===== src/rtl/imul_iterative_rtl.sv =====
// ---------------------------------------------------------------------------
// imul_iterative_rtl
//
// Iterative shift-add integer multiplier for the TinyRV1 `mul` instruction.
// Returns the low p_nbits bits of a*b. Each operation has a fixed latency,
// because every request runs p_nbits CALC iterations with no early exit.
//
// Parameters
//   p_nbits      operand and result width (power of two, >= 2)
//
// Ports
//   clk          rising-edge clock
//   rst          asynchronous, active-high reset
//   istream_val  operand request valid
//   istream_rdy  unit can accept a request (IDLE and not in reset)
//   istream_a    multiplicand, sampled only on the accepting edge
//   istream_b    multiplier, sampled only on the accepting edge
//   ostream_val  product valid (DONE state)
//   ostream_rdy  consumer accepts the product
//   ostream_msg  product (a*b) mod 2^p_nbits, driven from result_reg
// ---------------------------------------------------------------------------
module imul_iterative_rtl #(
    parameter int p_nbits = 32
) (
    input  logic               clk,
    input  logic               rst,
    input  logic               istream_val,
    output logic               istream_rdy,
    input  logic [p_nbits-1:0] istream_a,
    input  logic [p_nbits-1:0] istream_b,
    output logic               ostream_val,
    input  logic               ostream_rdy,
    output logic [p_nbits-1:0] ostream_msg
);

    localparam int CW = $clog2(p_nbits) + 1;

    // Value of count during the final CALC iteration.
    localparam logic [CW-1:0] LAST_ITER = CW'(p_nbits - 1);

    typedef enum logic [1:0] {
        IDLE = 2'd0,
        CALC = 2'd1,
        DONE = 2'd2
    } state_t;

    state_t             state;
    state_t             state_next;
    logic [p_nbits-1:0] a_reg;
    logic [p_nbits-1:0] b_reg;
    logic [p_nbits-1:0] result_reg;
    logic [CW-1:0]      count;

    logic [p_nbits-1:0] a_next;
    logic [p_nbits-1:0] b_next;
    logic [p_nbits-1:0] result_next;
    logic [CW-1:0]      count_next;

    // One shift-add step: add the shifted multiplicand when the current
    // multiplier LSB is set. The sum wraps, which is exactly the low half
    // of the product for both signed and unsigned operands.
    function automatic logic [p_nbits-1:0] add_partial(
        input logic [p_nbits-1:0] acc,
        input logic [p_nbits-1:0] mcand,
        input logic               bit0
    );
        add_partial = bit0 ? (acc + mcand) : acc;
    endfunction

    // -----------------------------------------------------------------------
    // State register and datapath registers
    // -----------------------------------------------------------------------
    always_ff @(posedge clk or posedge rst) begin
        if (rst) begin
            state      <= IDLE;
            a_reg      <= '0;
            b_reg      <= '0;
            result_reg <= '0;
            count      <= '0;
        end else begin
            state      <= state_next;
            a_reg      <= a_next;
            b_reg      <= b_next;
            result_reg <= result_next;
            count      <= count_next;
        end
    end

    // -----------------------------------------------------------------------
    // Next-state and datapath update
    // -----------------------------------------------------------------------
    always_comb begin
        state_next  = state;
        a_next      = a_reg;
        b_next      = b_reg;
        result_next = result_reg;
        count_next  = count;

        unique case (state)
            IDLE: begin
                if (istream_val && istream_rdy) begin
                    a_next      = istream_a;
                    b_next      = istream_b;
                    result_next = '0;
                    count_next  = '0;
                    state_next  = CALC;
                end
            end

            CALC: begin
                result_next = add_partial(result_reg, a_reg, b_reg[0]);
                a_next      = a_reg << 1;
                b_next      = b_reg >> 1;
                count_next  = count + 1'b1;
                if (count == LAST_ITER) begin
                    state_next = DONE;
                end
            end

            DONE: begin
                if (ostream_rdy) begin
                    state_next = IDLE;
                end
            end

            default: begin
                state_next = IDLE;
            end
        endcase
    end

    // -----------------------------------------------------------------------
    // Outputs: registered state only, plus rst forcing istream_rdy low so a
    // request cannot be presented as accepted while the unit is held in reset.
    // -----------------------------------------------------------------------
    assign istream_rdy = (state == IDLE) && !rst;
    assign ostream_val = (state == DONE);
    assign ostream_msg = result_reg;

endmodule


===== config.mk =====
export PLATFORM = sky130hd
export DESIGN_NAME = imul_iterative_rtl
export DESIGN_NICKNAME = d
export VERILOG_FILES = /design/src/rtl/imul_iterative_rtl.sv
export SDC_FILE = /design/constraint.sdc
export NUM_CORES = 1
export LEC_CHECK = 0
export CAP_MARGIN = 10
export CORE_UTILIZATION = 35
export CTS_CLUSTER_DIAMETER = 40
export CTS_CLUSTER_SIZE = 8
export DETAILED_ROUTE_END_ITERATION = 12
export HOLD_SLACK_MARGIN = 0.03
export PLACE_DENSITY_LB_ADDON = 0.05
export SYNTH_ARGS = -nofsm -noshare
export SYNTH_HDL_FRONTEND = slang
export SYNTH_SLANG_ARGS = --single-unit

===== constraint.sdc =====
create_clock -name clk -period 7.5 [get_ports clk]
set_input_delay 2.25 -clock clk [delete_from_list [all_inputs] [get_ports clk]]
set_output_delay 2.25 -clock clk [all_outputs]
set_load 0.02 [all_outputs]

==> results of run 1 <==
-- logic make-up after synthesis --
group                    Yosys count  synth area share (%)
AO/OA/AOI/OAI                    195                  21.9
AND/OR/NAND/NOR                  236                  17.5
XOR/XNOR                          29                  4.45
buffers and inverters             47                  3.09
adder cells (fa/ha/maj)           33                  7.37
flip-flops                       104                  45.6
-- cell type report --
cell class | count | share of cell area [%]
Clock buffer | 9 | 3.12
Timing Repair Buffer | 108 | 14.7
Tap cell | 216 | 3.75
Multi-Input combinational cell | 493 | 40.6
Sequential cell | 104 | 36.1
Clock inverter | 7 | 1.01
Inverter | 13 | 0.711
-- cells in the mapped netlist (2+ instances only) --
| master | n | share of area [%] |
|---|---|---|
| sky130_fd_sc_hd__a211o_1 | 2 | 0.31 |
| sky130_fd_sc_hd__a21o_1 | 12 | 1.6 |
| sky130_fd_sc_hd__a21oi_1 | 28 | 2.5 |
| sky130_fd_sc_hd__a21oi_2 | 4 | 0.61 |
| sky130_fd_sc_hd__a22oi_1 | 17 | 2.2 |
| sky130_fd_sc_hd__a31oi_1 | 4 | 0.44 |
| sky130_fd_sc_hd__and2_1 | 2 | 0.22 |
| sky130_fd_sc_hd__buf_1 | 4 | 0.26 |
| sky130_fd_sc_hd__clkbuf_1 | 30 | 2.0 |
| sky130_fd_sc_hd__dfrtp_1 | 104 | 46 |
| sky130_fd_sc_hd__ha_1 | 32 | 7.0 |
| sky130_fd_sc_hd__inv_1 | 12 | 0.79 |
| sky130_fd_sc_hd__nand2_1 | 66 | 4.3 |
| sky130_fd_sc_hd__nand2b_1 | 2 | 0.22 |
| sky130_fd_sc_hd__nand3_1 | 38 | 3.3 |
| sky130_fd_sc_hd__nand4_1 | 6 | 0.66 |
| sky130_fd_sc_hd__nor2_1 | 106 | 7.0 |
| sky130_fd_sc_hd__nor2b_1 | 3 | 0.33 |
| sky130_fd_sc_hd__nor3_1 | 5 | 0.44 |
| sky130_fd_sc_hd__o211ai_1 | 4 | 0.53 |
| sky130_fd_sc_hd__o21a_1 | 4 | 0.53 |
| sky130_fd_sc_hd__o21ai_0 | 28 | 2.5 |
| sky130_fd_sc_hd__o21ai_1 | 23 | 2.0 |
| sky130_fd_sc_hd__o21bai_1 | 5 | 0.66 |
| sky130_fd_sc_hd__o22ai_1 | 45 | 4.9 |
| sky130_fd_sc_hd__o31ai_1 | 5 | 0.66 |
| sky130_fd_sc_hd__or3_1 | 4 | 0.44 |
| sky130_fd_sc_hd__xnor2_1 | 13 | 2.0 |
| sky130_fd_sc_hd__xor2_1 | 16 | 2.5 |
-- per-layer routing --
layer | wire length (um) | track usage (%) | share of wire (%) | vias to the layer above
met5 | 0 | 0 | 0 | -
met4 | 58 | 4.92 | 0.39 | 0
met1 | 7080 | 24.8 | 48 | 2327
met2 | 6890 | 29.7 | 47 | 93
met3 | 715 | 4.62 | 4.9 | 4
li1 | - | - | - | 2461
-- power by group through the flow --
stage	registers [mW]	logic [mW]	clock network, mW
3_3_place_gp	1.05	1.98	0
3_5_place_dp	1.06	2.01	0
6_report	1.04	2.02	0.476
5_1_grt	1.08	2.26	0.512
4_1_cts	1.05	2.02	0.495
2_1_floorplan	1.09	1.41	0
-- cell usage in the layout, fill, tap and decap left out, types with 3 or more instances in the layout --
cell type	instances
sky130_fd_sc_hd__nand4_1	6
sky130_fd_sc_hd__a21o_1	12
sky130_fd_sc_hd__dfrtp_1	104
sky130_fd_sc_hd__nor3_1	5
sky130_fd_sc_hd__o211ai_1	4
sky130_fd_sc_hd__o21ai_0	28
sky130_fd_sc_hd__a22oi_1	17
sky130_fd_sc_hd__clkdlybuf4s50_1	101
sky130_fd_sc_hd__xnor2_1	13
sky130_fd_sc_hd__ha_1	32
sky130_fd_sc_hd__o22ai_1	45
sky130_fd_sc_hd__xor2_1	16
sky130_fd_sc_hd__o21a_1	4
sky130_fd_sc_hd__a21oi_1	28
sky130_fd_sc_hd__a31oi_1	4
sky130_fd_sc_hd__clkbuf_16	9
sky130_fd_sc_hd__or3_1	4
sky130_fd_sc_hd__buf_4	7
sky130_fd_sc_hd__o21ai_1	23
sky130_fd_sc_hd__nor2_1	106
sky130_fd_sc_hd__nor2b_1	3
sky130_fd_sc_hd__nand2_1	64
sky130_fd_sc_hd__nand3_1	38
sky130_fd_sc_hd__o21bai_1	5
sky130_fd_sc_hd__a21oi_2	4
sky130_fd_sc_hd__o31ai_1	5
sky130_fd_sc_hd__inv_1	11
-- critical path, delay by kind of cell --
family	cells	cell delay, ns
buffers and inverters	2	1.14
AND/OR/NAND/NOR	1	0.33
-- path summary, 6_finish.rpt --
kind | end | start | slack [ns] | cells past startpoint
setup / recovery | istream_rdy | rst | 1.52 | 3
hold / removal | count[5]$_DFFE_PP0P_ | count[5]$_DFFE_PP0P_ | 0.49 | 1
max in group asynchronous | ostream_msg[20]$_DFFE_PP0P_ | rst | 3.96 | 3
setup reg to reg | ostream_msg[30]$_DFFE_PP0P_ | ostream_msg[0]$_DFFE_PP0P_ | 4.33 | 12
min in group asynchronous | b_reg[8]$_DFFE_PP0P_ | rst | 2.29 | 2
hold reg to reg | count[5]$_DFFE_PP0P_ | count[5]$_DFFE_PP0P_ | 0.49 | 1
==> out/results.txt, run 1 <==
The run finished with clean final reports. The tree built by TritonCTS fans out to 104 sinks. Adding up every negative setup slack in the final design gives 0 ns. The run gives 0.0168 sq mm as the area enclosed by the die boundary.

The average instance area after synthesis works out to 8.85 sq um. The tools report the startpoint type of the worst setup path as an input pin. In the final layout, the multi-input gates occupy 0.00293 sq mm. The setup clock skew after layout came out at 0.0119 ns. The insertion delay to the later sink of the worst-skew pair is 0.36 ns. The largest incremental delay on the critical path works out to 0.68 ns. The root buffer selected by CTS is sky130_fd_sc_hd__clkbuf_16. Number of hold violations in the final report: 0.

The count of port buffers added during placement was 101; the count of final setup violators was 0. The worst-case clock buffer depth was 2; the register area share after synthesis was 45.6%. In the final layout, flip-flops and latches occupy 0.00260 sq mm.

The floorplan step defined a core boundary enclosing 0.0159 sq mm. The CTS clock-pin slew for the worst setup and hold paths came out at 0.08 ns. The worst hold path class is reg -> reg. Before antenna repair, the detailed router went through 5 iterations. Setup repair after global routing left no endpoint under its margin.

The critical path in this run is classified as in -> out. The analysis attributes to cell leakage a power of 3.06 nW. Data arrives at the worst endpoint at 3.73 ns. The synthesized design contains 0 enable-type register cells. Counting the buffers created by CTS gives 9.

Buffers inserted to repair hold after CTS numbered 0. During synthesis, Yosys emitted a total of 0 warnings. At the worst endpoint, the required time is 5.25 ns. The leftover overflow at the end of global routing is 0.

The design draws 3.54 mW. Counting distinct cell types in the post-synthesis netlist gives 49. The clock network is responsible for 13.5% of the overall power.

Worst-case headroom to the max-slew limit: 26.8%. The initial antenna violation count is 0, and the mean number of vias per cell is 5.14. The routed length per instance came out at 15.5 um.

Combinational cells account for 57.0% of the total power. The tools report the number of non-filler instances in the completed layout as 950. The slowest cell on the critical path was sky130_fd_sc_hd__clkdlybuf4s50_1. The analysis attributes to net switching a power of 1.57 mW. In this design, the critical path's most frequently occurring cell is sky130_fd_sc_hd__clkdlybuf4s50_1. For this block, the routed nets add up to 14700 um of wire. Among all flip-flop cells after synthesis, the most frequent one is sky130_fd_sc_hd__dfrtp_1. Cells fill 45.4% of the core in the end.

Buffers added to address setup during post-CTS repair amount to 0. TritonCTS built the clock tree. Once the clock tree was built, the resizer swapped 0 gates to a different size. The number of max-slew violations in the final report is 0.

The cell count after placement was 934; the worst hold slack was 0.490 ns. After floorplanning, the core was divided into 46 placement rows. The internal power of the cells totals 1.96 mW.

The number of register bits inferred by synthesis is 104. The first global-routing pass estimated 24300 um of wire. The switching part of the total is 44.5%, and the maximum number of pins on one net before global-route repair is 69.

Detailed routing inserted a total of 4885 vias. The finished cells cover 0.00722 sq mm. Traced cell by cell, the critical path runs through clkdlybuf4s50_1 > nor3_1 > clkdlybuf4s50_1. At the end of routability-driven placement, the weighted congestion stood at 0.903. The via count of the first global-routing pass came out at 4840.

At the pin with the least slew margin, the transition time is 1.09 ns. Post-DP HPWL: 10200 um. Pin placement for this block handled 102 I/O pins. From synthesis to final layout, the design area changed by 26.6%.

The fraction of final layout cells sized beyond drive strength 1 came out at 4.90%. At the end of the flow, the number of nets in the layout was 830. After layout, the worst setup slack is 1.52 ns.

Across the VDD grid, the largest voltage drop is 0.165 mV. The number of antenna diodes in the final layout is 0. Width of the chip: 130 um. After filler insertion, the fill cell instance count of the layout stands at 1583. The tools report the starting utilization of the core area as 35.9%. The worst setup path is captured at an output pin. The tool flagged a number of max-cap violations equal to 0.

Timing would allow up to 0.167 GHz. In this run the cell area measured after placement is 0.00692 sq mm. In this run, the number of DRC markers left after iteration 0 of detailed routing was 271. In this run the worst path has a maximum fanout of 3.

Of the available clock period, the critical path in the final layout requires 79.7%. Floorplan die height: 130 um. The tools report the worst-case setup slack after placement as 1.52 ns. Global routing used 18.5% of the available tracks across all layers. Synthesis produced a netlist whose cell count is 644.

Of all flip-flops after synthesis, the portion carrying an async set or reset was 100%. In this run the number of H-tree levels came out at 3. The final critical path time including I/O delays and setup came out at 5.98 ns. The logs give 0 for the count of unresolved DRC violations after routing and 29.5% for the share of total power in sequential cells. Total standard cell area after synthesis: 0.00570 sq mm. Power spread over the standard cell area amounts to 490 mW/mm^2. The run gives 0 as the number of nets with antenna violations after routing. Synthesis produced a netlist with a net count of 745.
(Power assumes the default switching activity.)
==> run 2, diff against run 1 <==
==> constraint.sdc (replaced) <==
create_clock -name clk -period 4.9 [get_ports clk]
set_input_delay 1.47 -clock clk [delete_from_list [all_inputs] [get_ports clk]]
set_output_delay 1.47 -clock clk [all_outputs]
set_load 0.02 [all_outputs]
==> out/results.txt, run 2 (synthesized netlist as in run 1, its figures left out) <==
Data required time of the worst path: 3.43 ns (-1.82 ns). The floorplan die height works out to 130 um (unchanged). The final critical path time including I/O delays and setup was 4.41 ns.

The count of port buffers added during placement is 101 (unchanged). The switching part of the total is 43.0% (-1.5 points). The tools report the number of filler instances in the final layout as 1597 (+0.88%).

Setup clock skew after layout: 0.00876 ns (-0.00312 ns). The cell count after placement came out at 933 (-0.11%). The run finished with clean final reports.

The cell depth of the worst flop-to-flop path came out at 12 (unchanged). Among cell families on the critical path, the largest total delay comes from buffers and inverters. Area growth from synthesis to layout: 27.1%. The number of top-level pins is 102 (unchanged), and the insertion delay to the later sink of the worst-skew pair is 0.35 ns (about the same).

The worst setup path is of the in -> out kind. Of the available clock period, the critical path in the final layout requires 89.9%. The largest incremental delay on the critical path is 0.68 ns (about the same).

Leaving out fill and tap cells, the most frequent cell in the layout is sky130_fd_sc_hd__nor2_1. The root buffer cell chosen for the clock tree is sky130_fd_sc_hd__clkbuf_16. The leakage component of the power is 3.07 nW (+0.31%). The reg2reg setup slack was 1.72 ns (-2.61 ns); the proportion of power drawn by the clock network was 14.5% (+1.0 points). The area enclosed by the die boundary was 0.0168 sq mm (unchanged); the count of final setup violators was 0 (unchanged). The logs give 3 (unchanged) for the H-tree depth reported by CTS and 0 (unchanged) for the number of max-slew violations in the final report. Number of nets with antenna violations after routing: 0 (unchanged).

The power density over the cells was 753 mW/mm^2 (+54%). Setup repair after global routing left no endpoint under its margin. The initial antenna violation count was 0 (unchanged); the width of the chip was 130 um (unchanged). Derived from the worst setup path, the maximum achievable clock frequency is 0.227 GHz.

For the detailed-route wire length, the log shows 14500 um (-1.4%). The maximum number of pins on one net before global-route repair was 81 (+17%). The worst setup slack after layout is 0.493 ns (-1.03 ns), and the total internal power is 3.11 mW (+58%). The starting utilization of the core area came out at 35.9% (unchanged).

The number of DRC markers in iteration 0 was 316 (+17%); the leftover overflow at the end of global routing was 0 (unchanged). For the overall global routing resource usage, the log shows 18.4% (-0.070 points). The number of buffers created by CTS came out at 9 (unchanged). The worst-margin pin slew was 1.20 ns (+0.107 ns). TritonCTS built the clock tree.

Combinational group share of total power: 56.3% (-0.7 points). The global placement routability congestion came out at 0.876 (-3.0%). The placeable core area was 0.0159 sq mm (unchanged); the net switching component of the power was 2.34 mW (+49%).

The startpoint identified for the worst register-to-register timing path is ostream_msg[0]$_DFFE_PP0P_. The fraction of final layout cells sized beyond drive strength 1 came out at 4.50% (-0.40 points). By instance count, the cell type seen most on the critical path is sky130_fd_sc_hd__clkdlybuf4s50_1. The CTS clock-pin slew for the worst setup and hold paths was 0.07 ns (about the same); the data arrival time at the worst-slack endpoint was 2.94 ns (-0.79 ns). The run gives 104 (unchanged) as the number of clock sinks. The largest vdd supply drop is 0.218 mV (+32%). Traced cell by cell, the critical path runs through clkdlybuf4s50_1 > nor3_1 > clkdlybuf4s50_1. The logs give 24100 um (-0.77%) for the wire length of the first global-routing pass and 29.2% (-0.3 points) for the share of total power in sequential cells. The number of hold violations in the final report is 0 (unchanged), and the number of nets in the layout is 829 (-0.12%). The number of detailed-routing iterations run before antenna repair was 6 (+1). The number of cells upsized or downsized after cts was 0 (unchanged); the count of max-cap constraint violations was 0 (unchanged).

Worst path buffer plus inverter count: 2 (unchanged). Following the worst setup path forward leads to its endpoint at istream_rdy. The worst-case headroom to the max-slew limit is 19.8% (-7.0 points), and the buffer count from post-CTS setup fixing is 0 (unchanged).

The number of antenna repair diodes was 0 (unchanged). Worst-case setup slack after placement: 0.507 ns (-1.01 ns). Capturing point of the worst reg2reg path: ostream_msg[30]$_DFFE_PP0P_.

The sum of negative setup slack was 0 ns (unchanged). The number of non-filler instances in the completed layout was 949 (-0.11%). In this run the worst setup path begins at rst. The run gives 10100 um (-1.6%) as the post-DP HPWL. STA classifies the critical path startpoint as an input pin.

The total number of vias was 4898 (+0.27%). The number of stages on the worst setup path works out to 3 (unchanged). The run gives 0 (unchanged) as the count of hold-fix buffers inserted at cts.

The routed length per instance was 15.3 um (-1.3%); the via count of the first global-routing pass was 4864 (+0.50%). The number of cell rows came out at 46 (unchanged). The slowest stage of the critical path is the sky130_fd_sc_hd__clkdlybuf4s50_1 cell. The worst hold slack came out at 0.488 ns (-0.00187 ns). The logs give 0 (unchanged) for the count of unresolved DRC violations after routing and 2 (unchanged) for the worst-case clock buffer depth. The path class of the tightest hold or removal check is reg -> reg. The worst setup path is captured at an output pin. The library cells used most frequently in the layout, excluding fill and tap cells, are 106 x sky130_fd_sc_hd__nor2_1, 104 x sky130_fd_sc_hd__dfrtp_1, 101 x sky130_fd_sc_hd__clkdlybuf4s50_1. The peak fanout along the critical path is 3 (unchanged). The mean number of vias per cell works out to 5.16 (+0.37%).
==> run 2: power by group through the flow <==
stage	combinational, mW	clock [mW]	sequential [mW]
after floorplan	2.16	0	1.67
after global placement	3.04	0	1.60
after detailed placement	3.07	0	1.61
after CTS	3.08	0.824	1.60
after global routing	3.47	0.850	1.66
final	3.07	0.791	1.59
==> run 2: worst min-delay path by stage <==
stage | from | endpoint | slack (ns) | cells past startpoint
floorplan | count[5]$_DFFE_PP0P_ | count[5]$_DFFE_PP0P_ | 0.45 | 1
global placement | count[5]$_DFFE_PP0P_ | count[5]$_DFFE_PP0P_ | 0.48 | 1
detailed placement | count[5]$_DFFE_PP0P_ | count[5]$_DFFE_PP0P_ | 0.48 | 1
CTS | count[5]$_DFFE_PP0P_ | count[5]$_DFFE_PP0P_ | 0.49 | 1
global route | count[5]$_DFFE_PP0P_ | count[5]$_DFFE_PP0P_ | 0.52 | 1
finish | count[5]$_DFFE_PP0P_ | count[5]$_DFFE_PP0P_ | 0.49 | 1
==> run 2: worst reg2reg max path: stages, from the launching register on <==
cell and delay [ns]:
sky130_fd_sc_hd__dfrtp_1 0.40, sky130_fd_sc_hd__ha_1 0.24, sky130_fd_sc_hd__inv_1 0.07, sky130_fd_sc_hd__fa_1 0.25
sky130_fd_sc_hd__nor2b_4 0.06, sky130_fd_sc_hd__o2111ai_1 0.25, sky130_fd_sc_hd__a21oi_1 0.16, sky130_fd_sc_hd__o41a_1 0.52
sky130_fd_sc_hd__a21oi_2 0.27, sky130_fd_sc_hd__nor3_1 0.11, sky130_fd_sc_hd__a2111oi_2 0.42, sky130_fd_sc_hd__xor2_1 0.19
sky130_fd_sc_hd__o21ai_1 0.08
==> run 2: cell type report <==
| class | count | area [sq um] | share of cell area [%] |
|---|---|---|---|
| inverter | 13 | 51.3 | 0.708 |
| sequential | 104 | 2600 | 35.9 |
| tap | 216 | 270 | 3.73 |
| multi-input combinational | 493 | 2930 | 40.4 |
| clock inverter | 4 | 76.3 | 1.05 |
| clock buffer | 12 | 246 | 3.40 |
| timing repair buffer | 107 | 1070 | 14.7 |
==> run 2: routing by layer <==
| metal | vias to the layer above | routed length [um] | GRT usage (%) |
|---|---|---|---|
| li1 | 2469 | - | - |
| met5 | - | 0 | 0 |
| met1 | 2334 | 7140 | 24.1 |
| met3 | 4 | 705 | 5.33 |
| met2 | 91 | 6620 | 29.8 |
| met4 | 0 | 61 | 4.72 |
==> run 2: per-stage QoR <==
step	cell area, sq um	total power, mW	utilization [%]
floorplan	5700	3.83	-
global placement	6920	4.64	43.6
detailed placement	6920	4.68	43.6
CTS	7250	5.51	45.6
global route	7250	5.98	45.6
finish	7250	5.45	45.6
